File: config.mk
export PLATFORM = sky130hd
export DESIGN_NAME = key_event_scheduler
export DESIGN_NICKNAME = d
export VERILOG_FILES = /design/src/rtl/key_event_pkg.sv /design/src/rtl/event_fifo.sv /design/src/rtl/key_event_scheduler.sv
export SDC_FILE = /design/constraint.sdc
export NUM_CORES = 1
export LEC_CHECK = 0
export ABC_AREA = 1
export CAP_MARGIN = 30
export CORE_ASPECT_RATIO = 0.8
export CORE_UTILIZATION = 50
export CTS_CLUSTER_DIAMETER = 200
export DETAILED_ROUTE_END_ITERATION = 12
export PLACE_DENSITY = 0.62
export SLEW_MARGIN = 20
export SYNTH_ARGS = -nofsm -noshare
export SYNTH_HDL_FRONTEND = slang
export SYNTH_HIERARCHICAL = 1
export SYNTH_SLANG_ARGS = --single-unit
File: constraint.sdc
create_clock -name Sys_clk -period 4.3 [get_ports Sys_clk]
set_clock_uncertainty 0.2 [all_clocks]
set_input_delay 0.86 -clock Sys_clk [delete_from_list [all_inputs] [get_ports Sys_clk]]
set_output_delay 0.86 -clock Sys_clk [all_outputs]
set_load 0.005 [all_outputs]
File: src/rtl/key_event_pkg.sv
// Shared types for the key event scheduler: event codes, per-key debounce
// states and the event record stored in the event queue.
package key_event_pkg;

  typedef logic [1:0] ev_code_t;

  localparam ev_code_t EV_PRESS   = 2'b01;
  localparam ev_code_t EV_RELEASE = 2'b10;
  localparam ev_code_t EV_LONG    = 2'b11;

  typedef enum logic [1:0] {
    IDLE         = 2'd0,
    PRESS_WAIT   = 2'd1,
    PRESSED      = 2'd2,
    RELEASE_WAIT = 2'd3
  } key_state_t;

  // Wide enough for the largest supported key count (16).
  localparam int KEY_W_MAX = 4;

  typedef struct packed {
    logic [KEY_W_MAX-1:0] key;
    ev_code_t             ev_type;
  } key_event_t;

  localparam int EVENT_W = $bits(key_event_t);

endpackage

File: src/rtl/event_fifo.sv
// Small synchronous FIFO with a valid/ready read side. Head data reads as
// zero while the queue is empty so the consumer never sees stale entries.
module event_fifo #(
  parameter int WIDTH = 6,
  parameter int DEPTH = 4
) (
  input  logic             clk,
  input  logic             rst_n,
  input  logic             wr_en_i,
  input  logic [WIDTH-1:0] wr_data_i,
  input  logic             rd_ready_i,
  output logic             rd_valid_o,
  output logic [WIDTH-1:0] rd_data_o,
  output logic             full_o,
  output logic             empty_o
);

  localparam int AW = $clog2(DEPTH);

  logic [AW:0]      wr_ptr_q, rd_ptr_q;
  logic [WIDTH-1:0] mem_q [DEPTH];
  logic             pop, push;

  // Pointers carry one extra wrap bit to tell full from empty.
  assign empty_o    = (wr_ptr_q == rd_ptr_q);
  assign full_o     = (wr_ptr_q[AW] != rd_ptr_q[AW]) &&
                      (wr_ptr_q[AW-1:0] == rd_ptr_q[AW-1:0]);
  assign rd_valid_o = !empty_o;
  assign pop        = rd_valid_o && rd_ready_i;
  assign push       = wr_en_i && (!full_o || pop);
  assign rd_data_o  = empty_o ? '0 : mem_q[rd_ptr_q[AW-1:0]];

  always_ff @(posedge clk or negedge rst_n) begin
    if (!rst_n) begin
      wr_ptr_q <= '0;
      rd_ptr_q <= '0;
    end else begin
      if (push) wr_ptr_q <= wr_ptr_q + 1'b1;
      if (pop)  rd_ptr_q <= rd_ptr_q + 1'b1;
    end
  end

  always_ff @(posedge clk) begin
    if (push) mem_q[wr_ptr_q[AW-1:0]] <= wr_data_i;
  end

endmodule

File: src/rtl/key_event_scheduler.sv
// Multi-key debounce and press/release/long-press event scheduler: one shared
// sample tick, a round-robin scan servicing one key per clock, and an event queue.
module key_event_scheduler
  import key_event_pkg::*;
#(
  parameter  int N_KEYS     = 4,
  parameter  int TICK_DIV   = 50000,
  parameter  int DEB_TICKS  = 20,
  parameter  int LONG_TICKS = 1000,
  parameter  int FIFO_DEPTH = 4,
  localparam int KW         = (N_KEYS > 1) ? $clog2(N_KEYS) : 1
) (
  input  logic              Sys_clk,
  input  logic              Sys_reset,
  input  logic [N_KEYS-1:0] Pin_in,
  output logic [N_KEYS-1:0] Key_level,
  output logic              Ev_valid,
  input  logic              Ev_ready,
  output logic [KW-1:0]     Ev_key,
  output logic [1:0]        Ev_type,
  output logic              Ev_drop
);

  localparam int CW = (TICK_DIV > 1) ? $clog2(TICK_DIV) : 1;
  localparam int DW = $clog2(DEB_TICKS + 1);
  localparam int LW = $clog2(LONG_TICKS + 1);

  logic [N_KEYS-1:0] sync1_q, sync2_q;
  logic [CW-1:0]     div_q;
  logic              tick;
  logic              scan_act_q;
  logic [KW-1:0]     scan_idx_q;

  key_state_t        state_q [N_KEYS];
  logic [DW-1:0]     deb_q   [N_KEYS];
  logic [LW-1:0]     long_q  [N_KEYS];
  logic [N_KEYS-1:0] ldone_q, level_q;

  key_state_t    cur_st, st_d;
  logic [DW-1:0] cur_deb, deb_inc, deb_d;
  logic [LW-1:0] cur_long, long_d;
  logic          cur_s, cur_ld, ld_d, lvl_d;
  logic          ev_vld, ev_write, drop_q;
  ev_code_t      ev_code;

  key_event_t        wr_ev, head_ev;
  logic [EVENT_W-1:0] fifo_rd_data;
  logic              fifo_full, fifo_empty, fifo_pop;

  // Input synchronisers, sample-tick prescaler and scan sequencer.
  always_ff @(posedge Sys_clk or negedge Sys_reset) begin
    if (!Sys_reset) begin
      sync1_q    <= '0;
      sync2_q    <= '0;
      div_q      <= '0;
      scan_act_q <= 1'b0;
      scan_idx_q <= '0;
    end else begin
      sync1_q <= Pin_in;
      sync2_q <= sync1_q;
      div_q   <= tick ? '0 : div_q + 1'b1;
      if (tick) begin
        scan_act_q <= 1'b1;
        scan_idx_q <= '0;
      end else if (scan_act_q) begin
        if (scan_idx_q == KW'(N_KEYS - 1)) begin
          scan_act_q <= 1'b0;
          scan_idx_q <= '0;
        end else begin
          scan_idx_q <= scan_idx_q + 1'b1;
        end
      end
    end
  end

  assign tick = (div_q == CW'(TICK_DIV - 1));

  assign cur_s    = sync2_q[scan_idx_q];
  assign cur_st   = state_q[scan_idx_q];
  assign cur_deb  = deb_q[scan_idx_q];
  assign cur_long = long_q[scan_idx_q];
  assign cur_ld   = ldone_q[scan_idx_q];
  assign deb_inc  = cur_deb + 1'b1;

  // Next state of the key currently under service.
  always_comb begin
    st_d    = cur_st;
    deb_d   = cur_deb;
    long_d  = cur_long;
    ld_d    = cur_ld;
    lvl_d   = level_q[scan_idx_q];
    ev_vld  = 1'b0;
    ev_code = EV_PRESS;
    case (cur_st)
      IDLE: begin
        if (cur_s) begin
          st_d  = PRESS_WAIT;
          deb_d = DW'(1);
        end
      end
      PRESS_WAIT: begin
        if (!cur_s) begin
          st_d  = IDLE;
          deb_d = '0;
        end else if (deb_inc == DW'(DEB_TICKS)) begin
          st_d    = PRESSED;
          lvl_d   = 1'b1;
          ev_vld  = 1'b1;
          ev_code = EV_PRESS;
          deb_d   = '0;
          long_d  = '0;
          ld_d    = 1'b0;
        end else begin
          deb_d = deb_inc;
        end
      end
      PRESSED: begin
        if (!cur_s) begin
          st_d  = RELEASE_WAIT;
          deb_d = DW'(1);
        end else begin
          if (cur_long != LW'(LONG_TICKS)) long_d = cur_long + 1'b1;
          if ((long_d == LW'(LONG_TICKS)) && !cur_ld) begin
            ev_vld  = 1'b1;
            ev_code = EV_LONG;
            ld_d    = 1'b1;
          end
        end
      end
      RELEASE_WAIT: begin
        // A short release glitch returns here with long_cnt untouched.
        if (cur_s) begin
          st_d  = PRESSED;
          deb_d = '0;
        end else if (deb_inc == DW'(DEB_TICKS)) begin
          st_d    = IDLE;
          lvl_d   = 1'b0;
          ev_vld  = 1'b1;
          ev_code = EV_RELEASE;
          deb_d   = '0;
        end else begin
          deb_d = deb_inc;
        end
      end
      default: st_d = IDLE;
    endcase
  end

  always_ff @(posedge Sys_clk or negedge Sys_reset) begin
    if (!Sys_reset) begin
      for (int k = 0; k < N_KEYS; k++) begin
        state_q[k] <= IDLE;
        deb_q[k]   <= '0;
        long_q[k]  <= '0;
      end
      ldone_q <= '0;
      level_q <= '0;
    end else if (scan_act_q) begin
      state_q[scan_idx_q] <= st_d;
      deb_q[scan_idx_q]   <= deb_d;
      long_q[scan_idx_q]  <= long_d;
      ldone_q[scan_idx_q] <= ld_d;
      level_q[scan_idx_q] <= lvl_d;
    end
  end

  assign ev_write = scan_act_q && ev_vld;
  assign wr_ev    = '{key: KEY_W_MAX'(scan_idx_q), ev_type: ev_code};
  assign fifo_pop = Ev_ready && !fifo_empty;

  event_fifo #(
    .WIDTH (EVENT_W),
    .DEPTH (FIFO_DEPTH)
  ) u_fifo (
    .clk        (Sys_clk),
    .rst_n      (Sys_reset),
    .wr_en_i    (ev_write),
    .wr_data_i  (wr_ev),
    .rd_ready_i (Ev_ready),
    .rd_valid_o (Ev_valid),
    .rd_data_o  (fifo_rd_data),
    .full_o     (fifo_full),
    .empty_o    (fifo_empty)
  );

  // Events are lost only when full and nothing leaves in the same cycle.
  always_ff @(posedge Sys_clk or negedge Sys_reset) begin
    if (!Sys_reset) begin
      drop_q <= 1'b0;
    end else if (ev_write && fifo_full && !fifo_pop) begin
      drop_q <= 1'b1;
    end
  end

  assign head_ev   = key_event_t'(fifo_rd_data);
  assign Ev_key    = KW'(head_ev.key);
  assign Ev_type   = head_ev.ev_type;
  assign Ev_drop   = drop_q;
  assign Key_level = level_q;

endmodule

==> results of run 1 <==
through the flow:
stage | setup WS, ns | instances
after global placement | 0.701 | 1128
final | 0.686 | 1161
after CTS | 0.680 | 1160
after global routing | 0.319 | 1161
after floorplan | 0.913 | 944
after detailed placement | 0.693 | 1128
cells in the final DEF, fill, tap and decap left out, drive strengths merged, types with 2 or more instances in the layout:
cell           instances
a211oi                 2
a21oi                 25
a22oi                  5
a32oi                  4
buf                   19
clkbuf                19
clkdlybuf4s50         15
clkinv                 5
dfrtp                110
edfxtp                16
ha                    18
inv                   94
nand2                372
nand3                 92
nand4                  6
nor2                  70
nor4                   5
o211ai                 2
o21ai                 77
o22ai                  2
or2                    2
xnor2                  2
xor2                   7
state kept, by name (all words and copies together), names as in the netlist:
signal	count
u_fifo/rd_ptr_q	3
Ev_drop	1
ldone_q	4
state_q	8
sync2_q	4
long_q	40
scan_act_q	1
u_fifo/wr_ptr_q	3
u_fifo/mem_q	16
div_q	16
deb_q	20
Key_level	4
scan_idx_q	2
sync1_q	4
where the power goes:
group	switching, uW	internal (uW)	leakage, uW
logic	29.8	10.4	0.00198
clock network	567	839	0.000285
registers	1.20	1210	0.00166
total	598	2060	0.00392
path summary, 6_finish.rpt:
| path | slack (ns) | endpoint | cells past startpoint | start |
|---|---|---|---|---|
| min in group Sys_clk | 0.15 | sync2_q[3]$_DFF_PN0_ | 0 | sync1_q[3]$_DFF_PN0_ |
| max in group asynchronous | 2.82 | long_q[23]$_DFFE_PN0P_ | 3 | Sys_reset |
| min | 0.15 | long_q[29]$_DFFE_PN0P_ | 1 | Sys_reset |
| min reg2reg | 0.15 | sync2_q[3]$_DFF_PN0_ | 0 | sync1_q[3]$_DFF_PN0_ |
| max reg2reg | 0.69 | u_fifo/mem_q[2][2]$_DFFE_PP_ | 20 | scan_idx_q[0]$_DFFE_PN0P_ |
| max | 0.69 | u_fifo/mem_q[2][2]$_DFFE_PP_ | 20 | scan_idx_q[0]$_DFFE_PN0P_ |
area by class of cell:
class	instances	area [um^2]	share of cell area
Multi-Input combinational cell	697	3540	0.430
Sequential cell	126	3230	0.393
Clock buffer	19	454	0.0552
Inverter	88	330	0.0402
Timing Repair Buffer	34	313	0.0380
Tap cell	184	230	0.0280
Clock inverter	13	124	0.0151
routing by layer:
| metal | share of wire | vias up | GRT usage |
|---|---|---|---|
| met5 | 0 | - | 0 |
| met1 | 0.50 | 2955 | 0.388 |
| met3 | 0.057 | 24 | 0.0514 |
| met4 | 0.021 | 0 | 0.105 |
| met2 | 0.42 | 190 | 0.373 |
| li1 | - | 3076 | - |
==> out/results.tsv, run 1 <==
stage	metric	value	unit
place	Placed Area	7620	um^2
global_route	initial antenna violation count	0	
place	PortBufs	16	
worst_setup_path	WP data arrival	3.51	ns
routing	Wirelength per Cell	15.8	um
worst_setup_path	critical-path cell list	buf_4 > nand2_1 > o21ai_0 > nand2_1 > nand2_4 > ha_1 > nand3_1 > nor2_2 > nand2_1 > nand2_1 > nand3_1 > nor2_2 > nand4_1 > nand2_1 > nand2_1 > nand2_1 > nand2_1 > nor2_2 > nand2_2 > nor2_1	
timing	Slew Viols, Final	0	
yosys	Syn Std Cell Area	7350	um^2
worst_setup_path	Worst path most repeated cell	nand2_1	
power_and_ir_drop	power after layout	2660	uW
finish	Layout Utilization	0.575	
yosys	Post-Syn Nets	969	
global_route	number of global-route vias before repair	5928	
timing	final setup vio count	0	
timing	post-layout min period	3.61	ns
worst_setup_path	Crit path largest cell delay	0.48	ns
yosys	Synth Warn #	6	
die	y dimension of the die	110	um
routing	DR DRC count	0	
place	DP Wirelength	12.9	mm
worst_setup_path	worst-path fanout max	18	
clock_tree	CTS Sinks	126	
global_route	first-pass GRT wire length	30.4	mm
yosys	synthesized netlist cell count	944	
finish	fin area	8220	um^2
run	max_cap viols	0	
worst_setup_path	Worst Setup End Kind	flop	
finish	share of layout cells above drive strength 1	0.138	
clock_tree	PostCTS Resize Cnt	0	
global_route	global route overflow	0	
die	die width	138	um
power_and_ir_drop	leakage power	0.00392	uW
routing	Detailed Route WL	18.4	mm
global_route	largest net degree at the start of global routing	73	
timing	Setup TNS	0	ns
timing	hold_ws	0.151	ns
power_and_ir_drop	VDD IR max	0.278	mV
finish	Diodes inserted	0	
timing	period utilization	0.840	
die	Core Area	14300	um^2
clock_tree	CTS tree	yes	
clock_tree	CTS max path bufs	2	
finish	Layout Nets	989	
place	GP Congestion	0.956	
outcome	outcome	completed	
clock_tree	Hold-fix buffers, CTS	0	
worst_setup_path	Crit path max-delay family	simple AND/OR/NAND/NOR gates	
clock_tree	clock slew seen by the registers of the worst setup and hold paths	0.06	ns
die	Starting Density	0.514	
yosys	syn_area_per_cell	7.78	um^2
min_path	worst min path class	primary input to asynchronous set/reset pin	
timing	RSZ-0062 raised after global routing	false	
timing	Worst slew margin	0.574	
global_route	GRT Total Usage	0.262	
timing	Fin. Hold Viols	0	
routing	TritonRoute pass-1 iters	5	
worst_setup_path	WS Path Type	flop to flop	
die	Die ar.	15200	um^2
worst_setup_path	slowest CP cell	dfrtp_2	
worst_setup_path	WP data required	4.19	ns
clock_tree	H-tree level count	4	
routing	Via Count	6245	
routing	vias per cell	5.38	
die	Rows	39	
finish	Synth-to-Final Area Change	11.9	%
clock_tree	root buffer cell	clkbuf_16	
clock_tree	setup bufs post-CTS	0	
timing	Fmax achieved	0.277	GHz
worst_setup_path	buffer and inverter count on the worst path	1	
routing	First DRT Iteration DRCs	523	
power_and_ir_drop	Cell Pwr Density	323	nW/um^2
routing	Antenna Nets Post-Route	0	
clock_tree	CTS Buf Count	17	
timing	worst slew pin tran	0.638	ns
die	num ports	17	
clock_tree	clk_lat worst skew	0.43	ns
worst_setup_path	crit start category	flop	
finish	FILL cells	1286	
(Power assumes the default switching activity.)
==> run 2: changes to the inputs <==
--- a/config.mk
+++ b/config.mk
@@ -11,7 +11,7 @@
 export CORE_UTILIZATION = 50
 export CTS_CLUSTER_DIAMETER = 200
 export DETAILED_ROUTE_END_ITERATION = 12
-export PLACE_DENSITY = 0.62
+export PLACE_DENSITY = 0.65
 export SLEW_MARGIN = 20
 export SYNTH_ARGS = -nofsm -noshare
 export SYNTH_HDL_FRONTEND = slang
==> constraint.sdc (replaced) <==
create_clock -name Sys_clk -period 3 [get_ports Sys_clk]
set_clock_uncertainty 0.2 [all_clocks]
set_input_delay 0.6 -clock Sys_clk [delete_from_list [all_inputs] [get_ports Sys_clk]]
set_output_delay 0.6 -clock Sys_clk [all_outputs]
set_load 0.005 [all_outputs]
==> out/results.tsv, run 2 (synthesized netlist as in run 1, its figures left out) <==
stage	metric	value	unit
routing	Wirelength per Cell	15.4	um
routing	Via Count	6403	
clock_tree	CTS Buf Count	17	
worst_setup_path	Worst Setup SP	scan_idx_q[0]$_DFFE_PN0P_	
finish	Regs by FF count	long_q: 40 flops, deb_q: 20 flops	
die	num ports	17	
timing	Fmax achieved	0.330	GHz
timing	period utilization	1.01	
timing	Fin. Hold Viols	0	
worst_setup_path	WS Path Type	flop to flop	
die	Core Area	14300	um^2
place	DP Wirelength	13.1	mm
min_path	worst min path class	flop to flop	
die	y dimension of the die	110	um
min_path	worst hold path startpoint	sync1_q[2]$_DFF_PN0_	
place	PortBufs	16	
die	Die ar.	15200	um^2
clock_tree	clk_lat worst skew	0.43	ns
worst_setup_path	worst r2r src	scan_idx_q[0]$_DFFE_PN0P_	
finish	most used cells in the layout excluding fill and tap cells	nand2_1, dfrtp_1, nand3_1, inv_1, buf_4	
global_route	number of global-route vias before repair	5989	
clock_tree	root buffer cell	clkbuf_16	
die	Starting Density	0.514	
die	die width	138	um
clock_tree	H-tree level count	4	
clock_tree	CTS Sinks	126	
power_and_ir_drop	leakage power	0.00429	uW
routing	Detailed Route WL	18.9	mm
timing	Slew Viols, Final	0	
routing	Antenna Nets Post-Route	0	
place	GP Congestion	0.906	
worst_setup_path	Worst Setup End Kind	flop	
routing	vias per cell	5.21	
power_and_ir_drop	Cell Pwr Density	408	nW/um^2
finish	Diodes inserted	0	
worst_setup_path	crit start category	flop	
clock_tree	CTS tree	yes	
routing	First DRT Iteration DRCs	476	
timing	hold_ws	0.148	ns
die	Rows	39	
outcome	outcome	complete, but fails checks	
timing	post-layout min period	3.03	ns
global_route	GRT Total Usage	0.266	
clock_tree	clock slew seen by the registers of the worst setup and hold paths	0.06	ns
global_route	global route overflow	0	
timing	setup ws final	-0.0313	ns
global_route	first-pass GRT wire length	30.7	mm
global_route	initial antenna violation count	0	
power_and_ir_drop	VDD IR max	0.746	mV
routing	TritonRoute pass-1 iters	5	
timing	Worst slew margin	0.598	
place	Placed Area	8190	um^2
finish	Layout Nets	1056	
finish	fin area	8990	um^2
finish	share of layout cells above drive strength 1	0.232	
routing	DR DRC count	0	
finish	max FFs per register	40	
finish	Top reg by flops	long_q	
finish	Synth-to-Final Area Change	22.3	%
timing	RSZ-0062 raised after global routing	true	
run	max_cap viols	0	
finish	most common cell after layout, fill and taps aside	nand2_1	
timing	final setup vio count	16	
global_route	largest net degree at the start of global routing	58	
timing	worst slew pin tran	0.603	ns
worst_setup_path	WP data arrival	2.96	ns
worst_setup_path	worst-path fanout max	7	
clock_tree	CTS max path bufs	2	
outcome	violations in the final reports	setup timing	
worst_setup_path	WP data required	2.92	ns
==> run 2: changes by cell type in the layout (fill, tap and decap cells not counted), moves of 7 or more <==
cell / previous run / this run
nor2_1: 57 / 50
nand2_1: 336 / 322
nand2_2: 25 / 35
buf_4: 18 / 72
nor2_4: 4 / 12
inv_1: 80 / 73
==> run 2: routing by layer <==
layer	track usage	wire length (um)
met5	0	0
met4	0.0725	180
met3	0.0500	1130
met2	0.386	8140
met1	0.403	9400
==> run 2: cell type report <==
cell class	count	area [um^2]
fillers	1211	5310
multi-input cells	697	3730
inverters	88	340
clock inverters	15	114
well taps	184	230
flip-flops and latches	126	3240
repair buffers	101	912
clock buffers	17	425
==> run 2: critical path, cell delays in order (launching register included) <==
cell and delay [ns]:
dfrtp_2 0.42, clkinv_4 0.12, buf_12 0.16, nand2_1 0.07, nand3_2 0.09, nand2_4 0.12
ha_4 0.16, nand3_4 0.09, nor2_4 0.12, nand2_1 0.06, nand2_1 0.08, nand3_1 0.10
nor2_2 0.09, nand4_1 0.13, nand2_1 0.10, nand2_1 0.08, nand2_2 0.09, nand2_2 0.06
nor2_4 0.13, nand2_4 0.11, nor2_4 0.15
==> run 2: stage by stage <==
stage | setup slack, ns | util | power, uW | setup TNS [ns] | instances
floorplan | -0.106 | - | 1780 | -1.42 | 944
global placement | -0.0373 | 0.573 | 1820 | -0.353 | 1188
detailed placement | -0.0863 | 0.573 | 1820 | -1.06 | 1188
CTS | 0.00127 | 0.617 | 3700 | 0 | 1226
global route | -0.158 | 0.629 | 3780 | -3.17 | 1228
finish | -0.0313 | 0.629 | 3660 | -0.326 | 1228
==> run 2: where the power goes <==
part | switching [uW] | internal (uW) | total [uW] | leakage, uW
clock | 809 | 1060 | 1870 | 0.000253
sequential | 1.51 | 1730 | 1730 | 0.00166
combinational | 44.8 | 15.0 | 59.8 | 0.00238
==> run 2: path summary, 6_finish.rpt <==
check                                                    end  slack, ns  depth (start not counted)
worst max-delay path            u_fifo/mem_q[1][1]$_DFFE_PP_      -0.03                         20
worst min-delay path                    sync2_q[2]$_DFF_PN0_       0.15                          0
worst max register to register  u_fifo/mem_q[1][1]$_DFFE_PP_      -0.03                         20
worst min register to register          sync2_q[2]$_DFF_PN0_       0.15                          0
max in group asynchronous               sync1_q[0]$_DFF_PN0_       1.43                          3
min in group asynchronous               deb_q[5]$_DFFE_PN0P_       0.49                          2
==> run 2: timing repair <==
item / 4_1_cts / 5_1_grt
resized for setup: 15 / 43
hold buffers: 1 / 0
endpoints found under the hold margin: 33 / 0
setup endpoints to repair: 18 / 75
pin swaps: 12 / 22
cloned: 0 / 1
buffers inserted: 5 / 1
